**src/rtl/eth_mdio_master.sv**
```systemverilog
// Clause-22 MDIO management master: serialises one read/write frame per request.
// Optional macro ETH_MDIO_PREAMBLE_SUPPRESS_EN drops the 32-bit preamble.
module eth_mdio_master #(
    parameter int CLK_DIV = 20
) (
    input  logic        msoc_clk,
    input  logic        rst_int,
    input  logic        req_valid,
    output logic        req_ready,
    input  logic        req_read,
    input  logic [4:0]  req_phy,
    input  logic [4:0]  req_reg,
    input  logic [15:0] req_wdata,
    output logic        rsp_valid,
    output logic [15:0] rsp_rdata,
    output logic        rsp_err,
    output logic        busy,
    output logic        phy_mdc,
    output logic        phy_mdio_o,
    output logic        phy_mdio_oe,
    input  logic        phy_mdio_i
);

    typedef enum logic [2:0] {
        S_IDLE, S_PRE, S_HDR, S_TA, S_DATA, S_END
    } state_t;

    localparam logic [7:0] DIV_LAST = 8'(CLK_DIV - 1);

    state_t      state_q, state_d;
    logic [7:0]  div_q, div_d;
    logic        mdc_q, mdc_d;
    logic [5:0]  bit_q, bit_d;
    logic        rd_q, rd_d;
    logic [4:0]  phy_q, phy_d;
    logic [4:0]  reg_q, reg_d;
    logic [15:0] wdata_q, wdata_d;
    logic [15:0] shift_q, shift_d;
    logic        ta_err_q, ta_err_d;
    logic [15:0] rdata_q, rdata_d;
    logic        err_q, err_d;

    logic        div_last, bit_end, sample;
    logic [13:0] hdr;

    assign div_last = (div_q == DIV_LAST);
    assign bit_end  = mdc_q & div_last;
    // MDI is taken on the first cycle of the high phase, i.e. right at the MDC rise
    assign sample   = mdc_q & (div_q == 8'd0);
    assign hdr      = {2'b01, (rd_q ? 2'b10 : 2'b01), phy_q, reg_q};

    always_comb begin
        state_d  = state_q;
        div_d    = div_q;
        mdc_d    = mdc_q;
        bit_d    = bit_q;
        rd_d     = rd_q;
        phy_d    = phy_q;
        reg_d    = reg_q;
        wdata_d  = wdata_q;
        shift_d  = shift_q;
        ta_err_d = ta_err_q;
        rdata_d  = rdata_q;
        err_d    = err_q;

        case (state_q)
            S_IDLE: begin
                if (req_valid) begin
                    rd_d     = req_read;
                    phy_d    = req_phy;
                    reg_d    = req_reg;
                    wdata_d  = req_wdata;
                    ta_err_d = 1'b0;
                    div_d    = 8'd0;
                    mdc_d    = 1'b0;
`ifdef ETH_MDIO_PREAMBLE_SUPPRESS_EN
                    state_d  = S_HDR;
                    bit_d    = 6'd13;
`else
                    state_d  = S_PRE;
                    bit_d    = 6'd31;
`endif
                end
            end
            S_PRE, S_HDR, S_TA, S_DATA: begin
                if (div_last) begin
                    div_d = 8'd0;
                    mdc_d = ~mdc_q;
                end else begin
                    div_d = div_q + 8'd1;
                end

                if (sample && rd_q) begin
                    if (state_q == S_TA && bit_q == 6'd0 && phy_mdio_i)
                        ta_err_d = 1'b1;
                    if (state_q == S_DATA)
                        shift_d = {shift_q[14:0], phy_mdio_i};
                end

                if (bit_end) begin
                    if (bit_q != 6'd0) begin
                        bit_d = bit_q - 6'd1;
                    end else begin
                        case (state_q)
                            S_PRE: begin
                                state_d = S_HDR;
                                bit_d   = 6'd13;
                            end
                            S_HDR: begin
                                state_d = S_TA;
                                bit_d   = 6'd1;
                            end
                            S_TA: begin
                                state_d = S_DATA;
                                bit_d   = 6'd15;
                            end
                            default: begin
                                // response fields are visible during the END cycle
                                state_d = S_END;
                                bit_d   = 6'd0;
                                err_d   = rd_q & ta_err_q;
                                if (rd_q)
                                    rdata_d = shift_q;
                            end
                        endcase
                    end
                end
            end
            S_END: begin
                state_d = S_IDLE;
            end
            default: begin
                state_d = S_IDLE;
            end
        endcase
    end

    always_ff @(posedge msoc_clk) begin
        if (rst_int) begin
            state_q  <= S_IDLE;
            div_q    <= 8'd0;
            mdc_q    <= 1'b0;
            bit_q    <= 6'd0;
            rd_q     <= 1'b0;
            phy_q    <= 5'd0;
            reg_q    <= 5'd0;
            wdata_q  <= 16'd0;
            shift_q  <= 16'd0;
            ta_err_q <= 1'b0;
            rdata_q  <= 16'd0;
            err_q    <= 1'b0;
        end else begin
            state_q  <= state_d;
            div_q    <= div_d;
            mdc_q    <= mdc_d;
            bit_q    <= bit_d;
            rd_q     <= rd_d;
            phy_q    <= phy_d;
            reg_q    <= reg_d;
            wdata_q  <= wdata_d;
            shift_q  <= shift_d;
            ta_err_q <= ta_err_d;
            rdata_q  <= rdata_d;
            err_q    <= err_d;
        end
    end

    // Drive values depend only on state and bit index, so they move only at bit starts
    always_comb begin
        phy_mdio_o  = 1'b1;
        phy_mdio_oe = 1'b0;
        case (state_q)
            S_PRE: begin
                phy_mdio_oe = 1'b1;
            end
            S_HDR: begin
                phy_mdio_o  = hdr[bit_q[3:0]];
                phy_mdio_oe = 1'b1;
            end
            S_TA: begin
                if (!rd_q) begin
                    phy_mdio_o  = bit_q[0];
                    phy_mdio_oe = 1'b1;
                end
            end
            S_DATA: begin
                if (!rd_q) begin
                    phy_mdio_o  = wdata_q[bit_q[3:0]];
                    phy_mdio_oe = 1'b1;
                end
            end
            default: begin
                phy_mdio_o  = 1'b1;
                phy_mdio_oe = 1'b0;
            end
        endcase
    end

    assign req_ready = (state_q == S_IDLE);
    assign busy      = ~req_ready;
    assign rsp_valid = (state_q == S_END);
    assign rsp_rdata = rdata_q;
    assign rsp_err   = err_q;
    assign phy_mdc   = mdc_q;

endmodule

```
**config.mk**
```make
export PLATFORM = sky130hd
export DESIGN_NAME = eth_mdio_master
export DESIGN_NICKNAME = d
export VERILOG_FILES = /design/src/rtl/eth_mdio_master.sv
export SDC_FILE = /design/constraint.sdc
export NUM_CORES = 1
export LEC_CHECK = 0
export ABC_AREA = 0
export ABC_CLOCK_PERIOD_IN_PS = 6200
export CAP_MARGIN = 20
export CELL_PAD_IN_SITES_DETAIL_PLACEMENT = 1
export CELL_PAD_IN_SITES_GLOBAL_PLACEMENT = 2
export CORE_ASPECT_RATIO = 0.7
export CORE_MARGIN = 3
export CORE_UTILIZATION = 34
export CTS_CLUSTER_SIZE = 10
export DETAILED_ROUTE_END_ITERATION = 8
export GPL_ROUTABILITY_DRIVEN = 0
export PLACE_DENSITY = 0.83
export SLEW_MARGIN = 10
export SYNTH_ARGS = -nofsm -noshare
export SYNTH_HDL_FRONTEND = slang
export SYNTH_SLANG_ARGS = --single-unit
```
**constraint.sdc**
```tcl
create_clock -name msoc_clk -period 6.2 [get_ports msoc_clk]
set_clock_uncertainty 0.15 [all_clocks]
set_input_delay 1.24 -clock msoc_clk [delete_from_list [all_inputs] [get_ports msoc_clk]]
set_output_delay 1.24 -clock msoc_clk [all_outputs]
set_load 0.01 [all_outputs]
```
Word level (Yosys, flattened, before mapping)
Cells that the tools add are included.

storage, ports and cells
  register bits after elaboration = 79
  bits of input ports = 31
  output and inout bits = 23

operators by class
  add/sub/neg operators = 2
  magnitude comparators = 1
  equality and inequality tests = 12
  multiplexer cells = 29
  bitwise logic cells = 7
  reductions and logical operators = 21

operator list
  cell                                                 number
  2-to-1 mux 6 bit                                     3
  2-to-1 mux 8 bit                                     2
  case mux 8 bit (2 select lines)                      1
  != test 2 bit, second input constant                 6
  case mux 4 bit (3 select lines)                      1
  case mux 6 bit (2 select lines)                      1
  AND reduction 3 bit                                  4
  2-to-1 mux 1 bit                                     9
  2-to-1 mux 3 bit                                     3
  case mux 3 bit (3 select lines)                      1
  adder 8 x 1 -> 8 bit, second input constant          1
  binary-select mux 1 bit (select 4 bit)               2
  equality test 8 x 5 -> 1 bit, second input constant  1
  zero test 8 bit                                      1
  AND reduction 4 bit                                  2
  equality test 3 x 2 -> 1 bit, second input constant  2
  equality test 3 bit, second input constant           2
  zero test 6 bit                                      1
  case mux 1 bit (2 select lines)                      3
  case mux 3 bit (2 select lines)                      1
  nonzero test 6 bit                                   1
  subtractor 6 x 1 -> 6 bit, second input constant     1
  < comparator 4 x 5 -> 1 bit, second input constant   1
  AND reduction 5 bit                                  1
  other kinds (12)                                     21

Depth between registers and ports, before layout
  depth in word-level cells = 6
  depth in mapped cells = 10
  mapped depth without buffers = 7

Worst setup path after synthesis
No wires, ideal clock.

  kind = reg2out
  start point = register bit_q[1]
  end point = output phy_mdio_o
  data arrival time = 1.686 ns
  data required time = 4.810 ns
  slack = 3.124 ns
  cell stages (with the launch flop) = 7
  cells stage by stage = dfxtp_1 buf_1 mux4_2 nand2_1 a2111oi_0 a31oi_1 nand4_1

on the way
  longest elaborated chain between the ends = 4
  elaborated cells between the ends (all ways) = 6

RTL lines
  element                                 line  RTL
  start: declaration                      33    logic [5:0] bit_q, bit_d;
  start signal: assignment                156   bit_q <= bit_d;
  binary-select mux 1 bit (select 4 bit)  188   phy_mdio_o = wdata_q[bit_q[3:0]];
  2-to-1 mux 1 bit (not written as such)  188
  2-to-1 mux 1 bit                        187   if (!rd_q) begin
  case mux 1 bit (3 select lines) *       172   case (state_q)
  end: declaration                        19    output logic phy_mdio_o,

Mark *: on every way between the ends. The rest lies on a longest branch, timed or not. The select of a mux whose other input is x is not followed.

Worst setup path in the final report
Ends and elaborated chain as after synthesis.

==> results.md <==
* Row count at 30
* Setup TNS at 0 ps
* RR Endpoint: rsp_rdata[5]
* Maximum clock insertion buffer count at 2
* Setup CP Type: reg2out
* CP Buf/Inv Count at 1
* Hold path cells at 2
* CP peak stage delay at between 600 and 700 ps
* Grt ovf at 0
* Post-CTS sizing at 0
* Worst-path fanout max at 11
* Hold Violations, Final at 0
* Non-Filler Instances at between 500 and 600
* CP Data Required Time at ~4800 ps
* Syn Std Cell Area at between 3000 and 4000 um^2
* Routing usage on met1 at 24.9%
* P per Cell Area at between 200 and 300 nW/um^2
* Clk root buf: clkbuf_16
* Worst skew pair latency at around 340 ps
* Static Leak at between 1.5 and 2 nW
* DR WL/cell at between 15 and 20 um
* Post-DP HPWL at 6360 um
* Design area at about 4300 um^2
* Cell variety after synth at 49
* Final Max Slew Viols at 0
* Num Clock Sinks at a little under 80
* Share of the synthesized area in the top cell type at between 40% and 50%
* DIE WIDTH at ~130 um
* Synth warn at 0
* Starting density of the core at between 30% and 40%
* HP Class: reg2reg
* Met2 global-route usage at 23.0%
* Status: complete, no violations
* Inserted Diodes at 0
* Fmax at between 0.2 and 0.3 GHz
* P&R area growth vs syn at 25.1%
* Max Cap Violations at 0
* Number of port buffers at 53
* Placed cell area at 4060 um^2
* Setup crit start kind: flop
* Router iterations before antenna repair at 4
* CTS buffer count at 9
* Async SR Flop Fraction at 0%
* First-pass GRT wire length at between 15,000 and 20,000 um
* CP top delay family: flip-flops
* Hold_sp: rsp_rdata[2]
* Core area at 9800 um^2
* R2R Setup Slk at 3400 ps
* Yosys reg bits at 79
* Post-synth EDFFs at 0
* Peak VDD IR at around 0.00012 V
* Largest net degree at the start of global routing at between 70 and 80
* CP max-delay cell: dfxtp_1
* Initial antenna violation count at 0
* RSZ-0062 raised after global routing: no
* Top cells by count, synth: nand2_1 (103), dfxtp_1 (79), a21oi_1 (53)
* TritonCTS clock tree: yes
* GRT Max-Usage Layer: met1
* Cells after Synth at between 400 and 500
* Final setup viols at 0
* Number of global-route vias before repair at just over 3k
* Hold buffer count at cts at 0
* Largest cells by area after synthesis: dfxtp_1 (46%), nand2_1 (11%), a21oi_1 (7.7%)
* Placed insts at between 500 and 600
* Io pins at 54
* Tmin final at just under 4000 ps
* Synthesized area per cell at ~8.2 um^2
* Count leader, synth: nand2_1
* Share of layout cells above drive strength 1 at about 7%
* Die ar. at 11,500 um^2
* Antenna-violating nets left at 0
* Routed WL at a little over 9000 um
* Die Ht at slightly above 90 um
* Nets at 493
* Tightest Pin Transition at approximately 980 ps
* Worst reg-to-reg path cell count at 5
* Seq/Total Area, Yosys at a little under half
* CTS HTree Levels at 3
* Initial DRC count at roughly 180
* Worst endpoint data arrival time at 2520 ps
* Met3 GRT Util at just over 6%
* Critical Path, Cell by Cell: mux4_2 > nand2_1 > a2111oi_0 > a31oi_1 > nand4_1 > clkdlybuf4s50_1
* WHS Endpoint: rsp_rdata[2]
* Slew margin rel. at roughly a third
* All-Layer GR Usage at between 15 and 20%
* Critical path endpoint category: primary output
* Pwr Total at approximately 0.0011 W
* DRC viols at 0
* Cell taking the most area after synthesis: dfxtp_1
* Vias at around 3k
* Avg Vias per Cell at between 5 and 6
* Top FF cell, synth: dfxtp_1
* Tcrit/Tclk final at around 63%
* Reg clk slew, reported paths at roughly 60 ps
* RR Startpoint: state_q[2]
* Post-CTS setup buffers at 0
* Syn nets at 455
* CP Launch Point: bit_q[1]
sequential cells by signal (all words and copies together), names as in the netlist:
register and flops:
rsp_rdata 16, shift_q 16, wdata_q 16, div_q 8, bit_q 6, phy_q 5
reg_q 5, state_q 3, phy_mdc 1, rd_q 1, rsp_err 1, ta_err_q 1
area by class of cell:
class	count	area [um^2]
Tap cell	128	160
Fill cell	1156	5460
Inverter	9	33.8
Timing Repair Buffer	55	541
Clock inverter	5	33.8
Clock buffer	11	243
Sequential cell	79	1580
Multi-Input combinational cell	305	1740
worst min-delay path, stage by stage (launching register included):
cell and delay [ps]:
dfxtp_1 300, nand2_1 50, a21oi_1 50
metrics by stage:
stage,setup slack [ps],utilization (%),hold slack (ps)
after floorplan,3120,-,282
after detailed placement,2620,41.4,294
after global routing,2070,44.3,326
after global placement,2680,41.4,289
final,2290,44.3,297
after CTS,2240,44.3,302
worst max-delay path by stage:
stage / to / slack, ps / cells after the start
4_1_cts: phy_mdio_o / 2240 / 6
6_report: phy_mdio_o / 2290 / 6
3_5_place_dp: phy_mdio_o / 2620 / 6
2_1_floorplan: phy_mdio_o / 3120 / 6
3_3_place_gp: phy_mdio_o / 2680 / 6
5_1_grt: phy_mdio_o / 2070 / 6
layout by cell type (no fill, tap or decap), drive strengths merged, types with 4 or more instances in the layout:
master | Yosys | final
nand2 | 103 | 103
dfxtp | 79 | 79
a21oi | 53 | 53
clkdlybuf4s50 | 0 | 52
nor2 | 34 | 34
mux2i | 20 | 20
o21ai | 11 | 11
clkbuf | 23 | 11
inv | 9 | 9
nor3 | 7 | 7
nand4 | 6 | 6
xnor2 | 6 | 6
nor4 | 5 | 5
nand3 | 4 | 4
a2111oi | 4 | 4
mux4 | 4 | 4
or3 | 4 | 4
where the power goes:
| part | leakage [nW] | switching (W) | internal [W] |
|---|---|---|---|
| combinational | 0.842 | 0.0000608 | 0.0000520 |
| clock | 0.132 | 0.000207 | 0.000281 |
| sequential | 0.642 | 0.0000217 | 0.000524 |
cell families (layout without fill, tap and decap cells):
| family | after synthesis | in the layout | synth area share, % |
|---|---|---|---|
| and+or+nand+nor | 184 | 184 | 24.3 |
| AOI/OAI and AO/OA | 86 | 86 | 14.5 |
| DFF | 79 | 79 | 45.6 |
| buffers and inverters | 37 | 80 | 4.12 |
| muxes | 24 | 24 | 8.38 |
| xor gates and xnor gates | 8 | 8 | 2.02 |
| adders and majority gates | 3 | 3 | 1.08 |
metal layers:
metal	vias up	part of all wire (%)	wire, um
li1	1523	-	-
met1	1436	52	4800
met2	68	40	3710
met3	11	6.2	568
met4	0	1.3	122
met5	-	0	0
(Power assumes the default switching activity.)
